**src/rtl/scope_capture.sv**
```systemverilog
// Oscilloscope capture stage: channel select, decimation, level/slope trigger
// and a DEPTH-sample capture buffer with a registered read-before-write port.
module scope_capture #(
  parameter int DEPTH = 256,
  parameter int AW    = 8,
  parameter int DW    = 12
) (
  input  logic          clk,
  input  logic          reset,
  input  logic [DW-1:0] sin_in,
  input  logic [DW-1:0] cos_in,
  input  logic [DW-1:0] squ_in,
  input  logic [DW-1:0] saw_in,
  input  logic [1:0]    sel,
  input  logic [DW-1:0] trig_level,
  input  logic          trig_slope,
  input  logic [7:0]    decim,
  input  logic          arm,
  input  logic          abort,
  output logic          busy,
  output logic          done,
  input  logic [AW-1:0] rd_addr,
  output logic [DW-1:0] rd_data
);

  typedef enum logic [1:0] {
    S_IDLE = 2'd0,
    S_WAIT = 2'd1,
    S_CAPT = 2'd2,
    S_DONE = 2'd3
  } state_t;

  localparam logic [AW-1:0] LAST_ADDR = AW'(DEPTH - 1);

  state_t        state_q, state_d;
  logic          busy_q, busy_d;
  logic          done_q, done_d;
  logic [DW-1:0] rd_data_q;

  logic [1:0]    sel_q, sel_d;
  logic [DW-1:0] level_q, level_d;
  logic          slope_q, slope_d;
  logic [7:0]    decim_q, decim_d;
  logic [7:0]    dcnt_q, dcnt_d;
  logic [AW-1:0] wptr_q, wptr_d;
  logic [DW-1:0] prev_q, prev_d;
  logic          pvalid_q, pvalid_d;

  logic [DW-1:0] mem_q [DEPTH];

  logic          active_s;
  logic          arm_ok_s;
  logic          strobe_s;
  logic          trig_hit_s;
  logic          last_s;
  logic [DW-1:0] cur_s;
  logic          we_s;
  logic [AW-1:0] waddr_s;
  logic [DW-1:0] wdata_s;

  assign active_s = (state_q == S_WAIT) || (state_q == S_CAPT);
  assign arm_ok_s = arm && !abort && ((state_q == S_IDLE) || (state_q == S_DONE));
  assign strobe_s = active_s && (dcnt_q == decim_q);
  assign last_s   = (wptr_q == LAST_ADDR);

  // Channel mux driven by the configuration latched at arm time
  always_comb begin
    cur_s = sin_in;
    case (sel_q)
      2'd0:    cur_s = sin_in;
      2'd1:    cur_s = cos_in;
      2'd2:    cur_s = squ_in;
      2'd3:    cur_s = saw_in;
      default: cur_s = sin_in;
    endcase
  end

  // Trigger condition; a crossing needs a valid previous strobe sample
  always_comb begin
    trig_hit_s = 1'b0;
    if (!pvalid_q) begin
      trig_hit_s = 1'b0;
    end else if (slope_q) begin
      trig_hit_s = (prev_q < level_q) && (cur_s >= level_q);
    end else begin
      trig_hit_s = (prev_q > level_q) && (cur_s <= level_q);
    end
  end

  // FSM state register
  always_ff @(posedge clk or negedge reset) begin
    if (!reset) begin
      state_q <= S_IDLE;
    end else begin
      state_q <= state_d;
    end
  end

  // FSM next-state logic; abort wins over everything else
  always_comb begin
    state_d = state_q;
    if (abort) begin
      state_d = S_IDLE;
    end else begin
      case (state_q)
        S_IDLE: begin
          if (arm) state_d = S_WAIT;
          else     state_d = S_IDLE;
        end
        S_WAIT: begin
          if (strobe_s && trig_hit_s) state_d = S_CAPT;
          else                        state_d = S_WAIT;
        end
        S_CAPT: begin
          if (strobe_s && last_s) state_d = S_DONE;
          else                    state_d = S_CAPT;
        end
        S_DONE: begin
          if (arm) state_d = S_WAIT;
          else     state_d = S_DONE;
        end
        default: state_d = S_IDLE;
      endcase
    end
  end

  // FSM outputs, computed from the next state so the registers track it
  always_comb begin
    busy_d = 1'b0;
    done_d = 1'b0;
    case (state_d)
      S_IDLE:  begin busy_d = 1'b0; done_d = 1'b0; end
      S_WAIT:  begin busy_d = 1'b1; done_d = 1'b0; end
      S_CAPT:  begin busy_d = 1'b1; done_d = 1'b0; end
      S_DONE:  begin busy_d = 1'b0; done_d = 1'b1; end
      default: begin busy_d = 1'b0; done_d = 1'b0; end
    endcase
  end

  // Config latch, decimation counter, trigger history and write pointer
  always_comb begin
    sel_d    = sel_q;
    level_d  = level_q;
    slope_d  = slope_q;
    decim_d  = decim_q;
    dcnt_d   = dcnt_q;
    wptr_d   = wptr_q;
    prev_d   = prev_q;
    pvalid_d = pvalid_q;
    we_s     = 1'b0;
    waddr_s  = wptr_q;
    wdata_s  = cur_s;
    if (abort) begin
      dcnt_d = 8'd0;
    end else if (arm_ok_s) begin
      sel_d    = sel;
      level_d  = trig_level;
      slope_d  = trig_slope;
      decim_d  = decim;
      dcnt_d   = 8'd0;
      wptr_d   = {AW{1'b0}};
      pvalid_d = 1'b0;
    end else if (active_s) begin
      if (strobe_s) begin
        dcnt_d = 8'd0;
        if (state_q == S_WAIT) begin
          prev_d   = cur_s;
          pvalid_d = 1'b1;
          if (trig_hit_s) begin
            we_s    = 1'b1;
            waddr_s = {AW{1'b0}};
            wptr_d  = {{(AW-1){1'b0}}, 1'b1};
          end else begin
            we_s = 1'b0;
          end
        end else begin
          we_s    = 1'b1;
          waddr_s = wptr_q;
          // The final write leaves the pointer parked at the last address
          if (!last_s) wptr_d = wptr_q + {{(AW-1){1'b0}}, 1'b1};
          else         wptr_d = wptr_q;
        end
      end else begin
        dcnt_d = dcnt_q + 8'd1;
      end
    end else begin
      dcnt_d = 8'd0;
    end
  end

  // Datapath registers
  always_ff @(posedge clk or negedge reset) begin
    if (!reset) begin
      sel_q    <= 2'd0;
      level_q  <= {DW{1'b0}};
      slope_q  <= 1'b0;
      decim_q  <= 8'd0;
      dcnt_q   <= 8'd0;
      wptr_q   <= {AW{1'b0}};
      prev_q   <= {DW{1'b0}};
      pvalid_q <= 1'b0;
    end else begin
      sel_q    <= sel_d;
      level_q  <= level_d;
      slope_q  <= slope_d;
      decim_q  <= decim_d;
      dcnt_q   <= dcnt_d;
      wptr_q   <= wptr_d;
      prev_q   <= prev_d;
      pvalid_q <= pvalid_d;
    end
  end

  // Registered status outputs and readback word
  always_ff @(posedge clk or negedge reset) begin
    if (!reset) begin
      busy_q    <= 1'b0;
      done_q    <= 1'b0;
      rd_data_q <= {DW{1'b0}};
    end else begin
      busy_q    <= busy_d;
      done_q    <= done_d;
      rd_data_q <= mem_q[rd_addr];
    end
  end

  // Capture buffer write port; deliberately not reset
  always_ff @(posedge clk) begin
    if (we_s) begin
      mem_q[waddr_s] <= wdata_s;
    end
  end

  assign busy    = busy_q;
  assign done    = done_q;
  assign rd_data = rd_data_q;

endmodule

```
**config.mk**
```make
export PLATFORM = sky130hd
export DESIGN_NAME = scope_capture
export DESIGN_NICKNAME = d
export VERILOG_FILES = /design/src/rtl/scope_capture.sv
export SDC_FILE = /design/constraint.sdc
export NUM_CORES = 2
export LEC_CHECK = 0
export ABC_CLOCK_PERIOD_IN_PS = 15250
export CORE_ASPECT_RATIO = 1.4
export CORE_MARGIN = 2
export CORE_UTILIZATION = 34
export DETAILED_ROUTE_END_ITERATION = 6
export SETUP_SLACK_MARGIN = 0.15
export SLEW_MARGIN = 10
export SYNTH_ARGS = -nofsm -noshare
export SYNTH_HDL_FRONTEND = slang
export SYNTH_SLANG_ARGS = --single-unit
```
**constraint.sdc**
```tcl
create_clock -name clk -period 15.25 [get_ports clk]
set_clock_uncertainty 0.15 [all_clocks]
set_input_delay 3.05 -clock clk [delete_from_list [all_inputs] [get_ports clk]]
set_output_delay 3.05 -clock clk [all_outputs]
set_load 0.1 [all_outputs]
```
[Yosys cells after proc, flatten, opt, wreduce, memory -nomap -nowiden]
Memories as Yosys holds them, arrays and structs flattened. A register that Yosys moved wholly into a read port is not among the register bits.
Cells that the tools add are included.
Word-level totals
  memories: 1
  bits in writable memories: 3072
  output and inout bits: 14
  flip-flop bits (word level): 56
Memory list
  mem_q: depth 256, bits a word 12, rd ports 1, clocked after memory_dff 1, write ports 1, RTL line 49  | logic [DW-1:0] mem_q [DEPTH];
Operators by class
  eq/ne operators: 13
  add/sub/neg operators: 2
  magnitude comparators: 4
  reductions and logical operators: 24
  multiplexer cells: 39
  bitwise gates (word level): 2
Operators with widths (count)
  8-bit two-way mux: 16
  12-bit one-hot mux with 4 select lines: 1
  8-bit by 1-bit adder with 8-bit output, second input constant: 2
  1-bit two-way mux: 16
  2-bit equality test, second input constant: 6
  12-bit >= comparator: 1
  12-bit greater-than comparator: 1
  12-bit less-or-equal comparator: 1
  12-bit less-than comparator: 1
  5-bit AND reduction: 2
  8-bit equality test: 1
  8-bit equality test, second input constant: 1
  2-bit one-hot mux with 4 select lines: 1
  1-bit logical AND: 7
  2-bit by 1-bit equality test with 1-bit output, second input constant: 3
  2-bit zero test: 3
  2-bit two-way mux: 3
  2-bit nonzero test: 3
  1-bit one-hot mux with 2 select lines: 2
  4-bit AND reduction: 1
  2-bit OR reduction: 2
  3-bit by 2-bit inequality test with 1-bit output, second input constant: 1
  3-bit inequality test, second input constant: 1
  3-bit OR reduction: 1
  other kinds (4): 7

[Logic depth before layout (Yosys ltp)]
  word-level depth: 14
  depth in mapped cells: 12
  depth with buffers taken out: 11

[Worst setup path before layout]
OpenSTA, ideal clock, no wires.
  kind: input port to flip-flop
  start: input squ_in[6]
  end: memory mem_q[0][0] (enable)
  stages: 9
  setup time: 0.399 ns
  data arrival time: 7.706 ns
  required time: 14.701 ns
  slack: 6.995 ns
  cells stage by stage: mux4_2 -> ha_1 -> and3_1 -> a221oi_1 -> a21oi_1 -> o21bai_1 -> a2bb2oi_1 -> a21oi_1 -> nor3b_1
Between the ends
  cells in the longest elaborated chain, start to end: 13
  elaborated cells on any way between the ends: 21
  classes of those cells: 2 x order compare; 17 x mux; 2 x reduce/logical
Ends and longest elaborated chain
  start, declared: RTL line 12  | input logic [DW-1:0] squ_in,
  12-bit one-hot mux with 4 select lines (*): RTL line 69  | case (sel_q)
  12-bit less-or-equal comparator or 12-bit >= comparator (tied branches): RTL line 86, 84
  1-bit logical AND (on tied branches): RTL line 86, 84
  1-bit two-way mux (*): RTL line 83  | end else if (slope_q) begin
  1-bit two-way mux (*): RTL line 81  | if (!pvalid_q) begin
  1-bit two-way mux: RTL line 169  | if (trig_hit_s) begin
  1-bit two-way mux: RTL line 166  | if (state_q == S_WAIT) begin
  1-bit two-way mux: RTL line 164  | if (strobe_s) begin
  1-bit two-way mux: RTL line 163  | end else if (active_s) begin
  1-bit two-way mux: RTL line 155  | end else if (arm_ok_s) begin
  1-bit two-way mux: RTL line 153  | if (abort) begin
  1-bit two-way mux: RTL line 229  | if (we_s) begin
  1-bit two-way mux (not written as such): RTL line 230  | mem_q[waddr_s] <= wdata_s;
  end, declared: RTL line 49
Mark *: on every way between the ends. The rest lies on a longest branch, timed or not.

[Worst setup path in the final report]
  start: input sin_in[6]
  end: memory mem_q[137][8] (enable)
Between the ends
  cells in the longest elaborated chain, start to end: 13
  elaborated cells on any way between the ends: 21
  classes of those cells: 2 x order compare; 17 x mux; 2 x reduce/logical
Ends and longest elaborated chain
  start, declared: RTL line 10  | input logic [DW-1:0] sin_in,
  12-bit one-hot mux with 4 select lines (*): RTL line 69
  named net cur_s[6]: RTL line 56  | logic [DW-1:0] cur_s;
  12-bit less-or-equal comparator or 12-bit >= comparator (tied branches): RTL line 86, 84
  1-bit logical AND (on tied branches): RTL line 86, 84
  1-bit two-way mux (*): RTL line 83
  1-bit two-way mux (*): RTL line 81
  1-bit two-way mux: RTL line 169
  1-bit two-way mux: RTL line 166
  1-bit two-way mux: RTL line 164
  1-bit two-way mux: RTL line 163
  1-bit two-way mux: RTL line 155
  1-bit two-way mux: RTL line 153
  1-bit two-way mux: RTL line 229
  1-bit two-way mux (not written as such): RTL line 230
The timed path passes the listed nets; every way through them passes the cells marked *.

==> flow_summary_export.csv <==
group,metric,value,unit
outcome,status,"finished, final reports clean",
clock_network,postCtsSetupBuffers,0,
floorplan,initial_core_util,0.342,
power_and_ir_drop,seqPwrFrac,0.525,
place,gp_congestion,0.830,
worst_hold_path,min_path_type,"reg -> reg",
setup_path,path_class,"in -> reg",
power_and_ir_drop,pwr-share-comb,0.076,
timing,holdWs,0.351,ns
clock_network,cts_resized,0,
detailed_routing,post_drt_wl_per_cell,28.7,um
timing,post-route-min-period,7.70,ns
yosys,syn_nets,5558,
finish,fillers,31000,
power_and_ir_drop,powerDensity,138,nW/um2
clock_network,cts_buffers,306,
timing,setup_ws,7.55,ns
floorplan,die_h,708,um
clock_network,root_buffer,"clkbuf_16",
setup_path,cpPeakStageDelay,1.02,ns
timing,clock.fmax,0.130,GHz
detailed_routing,drt_iter0_drc,5760,
finish,fin_nets,5841,
power_and_ir_drop,p_int,14.7,mW
yosys,ys_ff_latch,3140,
floorplan,coreArea,353000,um2
yosys,yosysSeqAreaShare,0.780,
detailed_routing,drt-total-wl,305000,um
floorplan,io_pins,97,
clock_network,clock_latency,0.87,ns
finish,multi_input_area,25200,um2
timing,tightest_slew,1.32,ns
setup_path,cp_max_fo,95,
job,maxCapViolations,0,
global_route,antenna_found_initial,13,
timing,finalCritPeriodShare,0.505,
global_route,grtUsageTotal,0.167,
place,port_buffers,96,
floorplan,die-area,359000,um2
clock_network,cts_tree,"yes",
clock_network,clk_path_buf_depth,4,
yosys,netlist_area,120000,um2
detailed_routing,viasPerCell,5.42,
power_and_ir_drop,switching_share,0.229,
timing,grt_setup_unrepaired,"no",
finish,drive_gt1_frac,0.256,
timing,hold_violations,0,
setup_path,critical_path_arrival,8.02,ns
setup_path,critPathLaunchType,"primary input",
clock_network,cts_max_level,5,
yosys,synth-edff-count,3072,
clock_network,clock_sinks,3140,
finish,layout.cells.non_filler,10600,
power_and_ir_drop,power.total,19.1,mW
power_and_ir_drop,ir_worst_vdd,115,uV
power_and_ir_drop,switchingPower,4.36,mW
timing,finalSetupTns,0,ns
finish,syn_to_final_growth,14.2,%
clock_network,cts_hold_buffers,0,
yosys,yosysWarnings,0,
setup_path,end_kind,"flip-flop",
setup_path,worstPathRequired,15.56,ns
setup_path,critPathBufInv,1,
detailed_routing,drc_errors,0,
floorplan,fp-row-count,258,
setup_path,path_cells,"clkdlybuf4s50_1 -> mux4_4 -> ha_1 -> and3_1 -> a221oi_1 -> a21oi_1 -> nor3_1 -> o2bb2ai_1 -> a2111o_1 -> nor2_1",
clock_network,clkTransAtPathRegs,0.06,ns
detailed_routing,vias,57700,
timing,setup_viol_count_final,0,
detailed_routing,antenna_left,0,
yosys,async_flop_share,0.0217,
timing,final_max_slew_viol_count,0,
setup_path,slowest_stage,"mux4_4",
global_route,grt_pass1_vias,60100,
place,hpwlAfterDp,183000,um
place,placedCellCount,10100,
power_and_ir_drop,pwr-share-clk,0.399,
floorplan,fp.dieW,507,um
global_route,grt_start_max_net_pins,173,
global_route,grt_pass1_wl,438000,um
yosys,ys.flop_type,"edfxtp_1",
yosys,synth.distinct_cells,52,
place,place_ws,6.61,ns
timing,relSlewSlack,0.118,
yosys,synth.avg_cell_area,22.1,um2
detailed_routing,dr.pass1.iters,6,
power_and_ir_drop,p_leak,41.9,nW
setup_path,critPathTopFamily,"compound AO/OA/AOI/OAI gates",
yosys,syn_inst,5444,
global_route,overflow,0,
finish,seqCellArea,94000,um2
[cells by family after synthesis]
group	after synthesis	synth area share
buffers and inverters	352	0.0140
muxes	792	0.147
AOI/OAI and AO/OA	614	0.0378
and+or+nand+nor	501	0.0174
xor gates and xnor gates	14	0.00102
adders and majority gates	31	0.00322
DFF	3140	0.780
[synth_stat cells (7+ instances only)]
master / n / area, um2
edfxtp_1: 3072 / 92200
mux4_2: 780 / 17600
nor2_1: 289 / 1080
clkbuf_1: 217 / 815
a22oi_1: 205 / 1540
a21oi_1: 112 / 561
a221oi_1: 98 / 858
a22o_1: 96 / 841
nand2_1: 92 / 345
dfrtp_1: 68 / 1700
nor3_1: 53 / 265
buf_2: 45 / 225
o221ai_1: 36 / 315
buf_6: 34 / 383
ha_1: 31 / 388
o22ai_1: 26 / 163
inv_1: 22 / 82.6
buf_1: 21 / 78.8
nand3_1: 18 / 90.1
o21ai_0: 17 / 85.1
buf_4: 13 / 97.6
mux2_2: 11 / 124
nand2b_1: 9 / 56.3
nand4_1: 9 / 56.3
xnor2_1: 9 / 78.8
nor2b_1: 8 / 50.1
and3_1: 7 / 43.8
[layer usage]
layer	vias up	GRT usage	wire (um)
met1	31300	0.211	118000
met5	-	0	27
met4	4	0.0611	11800
li1	23800	-	-
met3	492	0.0256	18600
met2	2128	0.289	157000
[final timing paths]
path                                        start                       to  slack, ns  depth (start not counted)
min                        decim_q[3]$_DFFE_PN0P_   decim_q[3]$_DFFE_PN0P_       0.35                          2
max in group asynchronous                   reset     rd_data[5]$_DFF_PN0_      11.91                          2
min in group asynchronous                   reset   level_q[7]$_DFFE_PN0P_       2.01                          1
max reg2reg                  sel_q[1]$_DFFE_PN0P_  mem_q[137][8]$_DFFE_PP_       9.25                          9
min reg2reg                decim_q[3]$_DFFE_PN0P_   decim_q[3]$_DFFE_PN0P_       0.35                          2
max                                     sin_in[6]  mem_q[137][8]$_DFFE_PP_       7.55                         10
[sequential cells by signal (all words and copies together) (netlist names)]
signal    count
busy          1
done          1
dcnt_q        8
mem_q      3072
level_q      12
prev_q       12
state_q       2
sel_q         2
slope_q       1
pvalid_q      1
decim_q       8
rd_data      12
wptr_q        8
[area by class of cell]
cell class / instances / share of cell area
multi-input cells: 1952 / 0.183
clock buffers: 372 / 0.0586
flip-flops and latches: 3140 / 0.683
diodes: 6 / 0.000109
clock inverters: 168 / 0.0132
repair buffers: 305 / 0.0192
well taps: 4680 / 0.0425
inverters: 22 / 0.000600
[tightest hold or removal path, delay by kind of cell (launching register included)]
kind | cells | cell delay, ns
AND/OR/NAND/NOR | 2 | 0.11
flip-flops | 1 | 0.36
[power by group through the flow]
stage	clock, mW	sequential (mW)	combinational [mW]
final	7.60	10.0	1.44
after global routing	8.02	10.0	1.54
after CTS	7.72	10.0	1.47
after detailed placement	0	10.2	1.47
after global placement	0	10.2	1.41
after floorplan	0	10.3	0.755
[per-stage QoR]
stage,instance area [um2],utilization
6_report,138000,0.390
2_1_floorplan,120000,-
3_3_place_gp,128000,0.362
5_1_grt,138000,0.390
4_1_cts,138000,0.390
3_5_place_dp,128000,0.362
[layout by cell type (no fill, tap or decap), types with 5 or more instances in the layout]
master and n:
nor3_2 20, nor2b_1 5, mux4_2 768, xnor2_1 9, nand2b_1 7, inv_6 10, clkinv_8 5, ha_1 31
nor3_1 32, a22oi_1 204, clkbuf_16 313, buf_12 9, nor2_1 240, mux4_4 12, o21ai_0 17, o22ai_1 26
nor2_2 48, mux2_2 11, clkdlybuf4s50_1 93, inv_1 22, nand2_2 11, xor2_1 5, clkinvlp_4 11, edfxtp_1 3072
clkinv_2 45, a221oi_1 98, diode_2 6, clkinv_1 55, o221ai_1 36, and3_1 7, bufinv_16 34, nand3_1 18
nand4_1 9, buf_4 201, a22o_1 96, a21oi_1 112, nand2_1 80, clkbuf_1 58, dfrtp_1 68
Power figures use the tool's default switching activity.
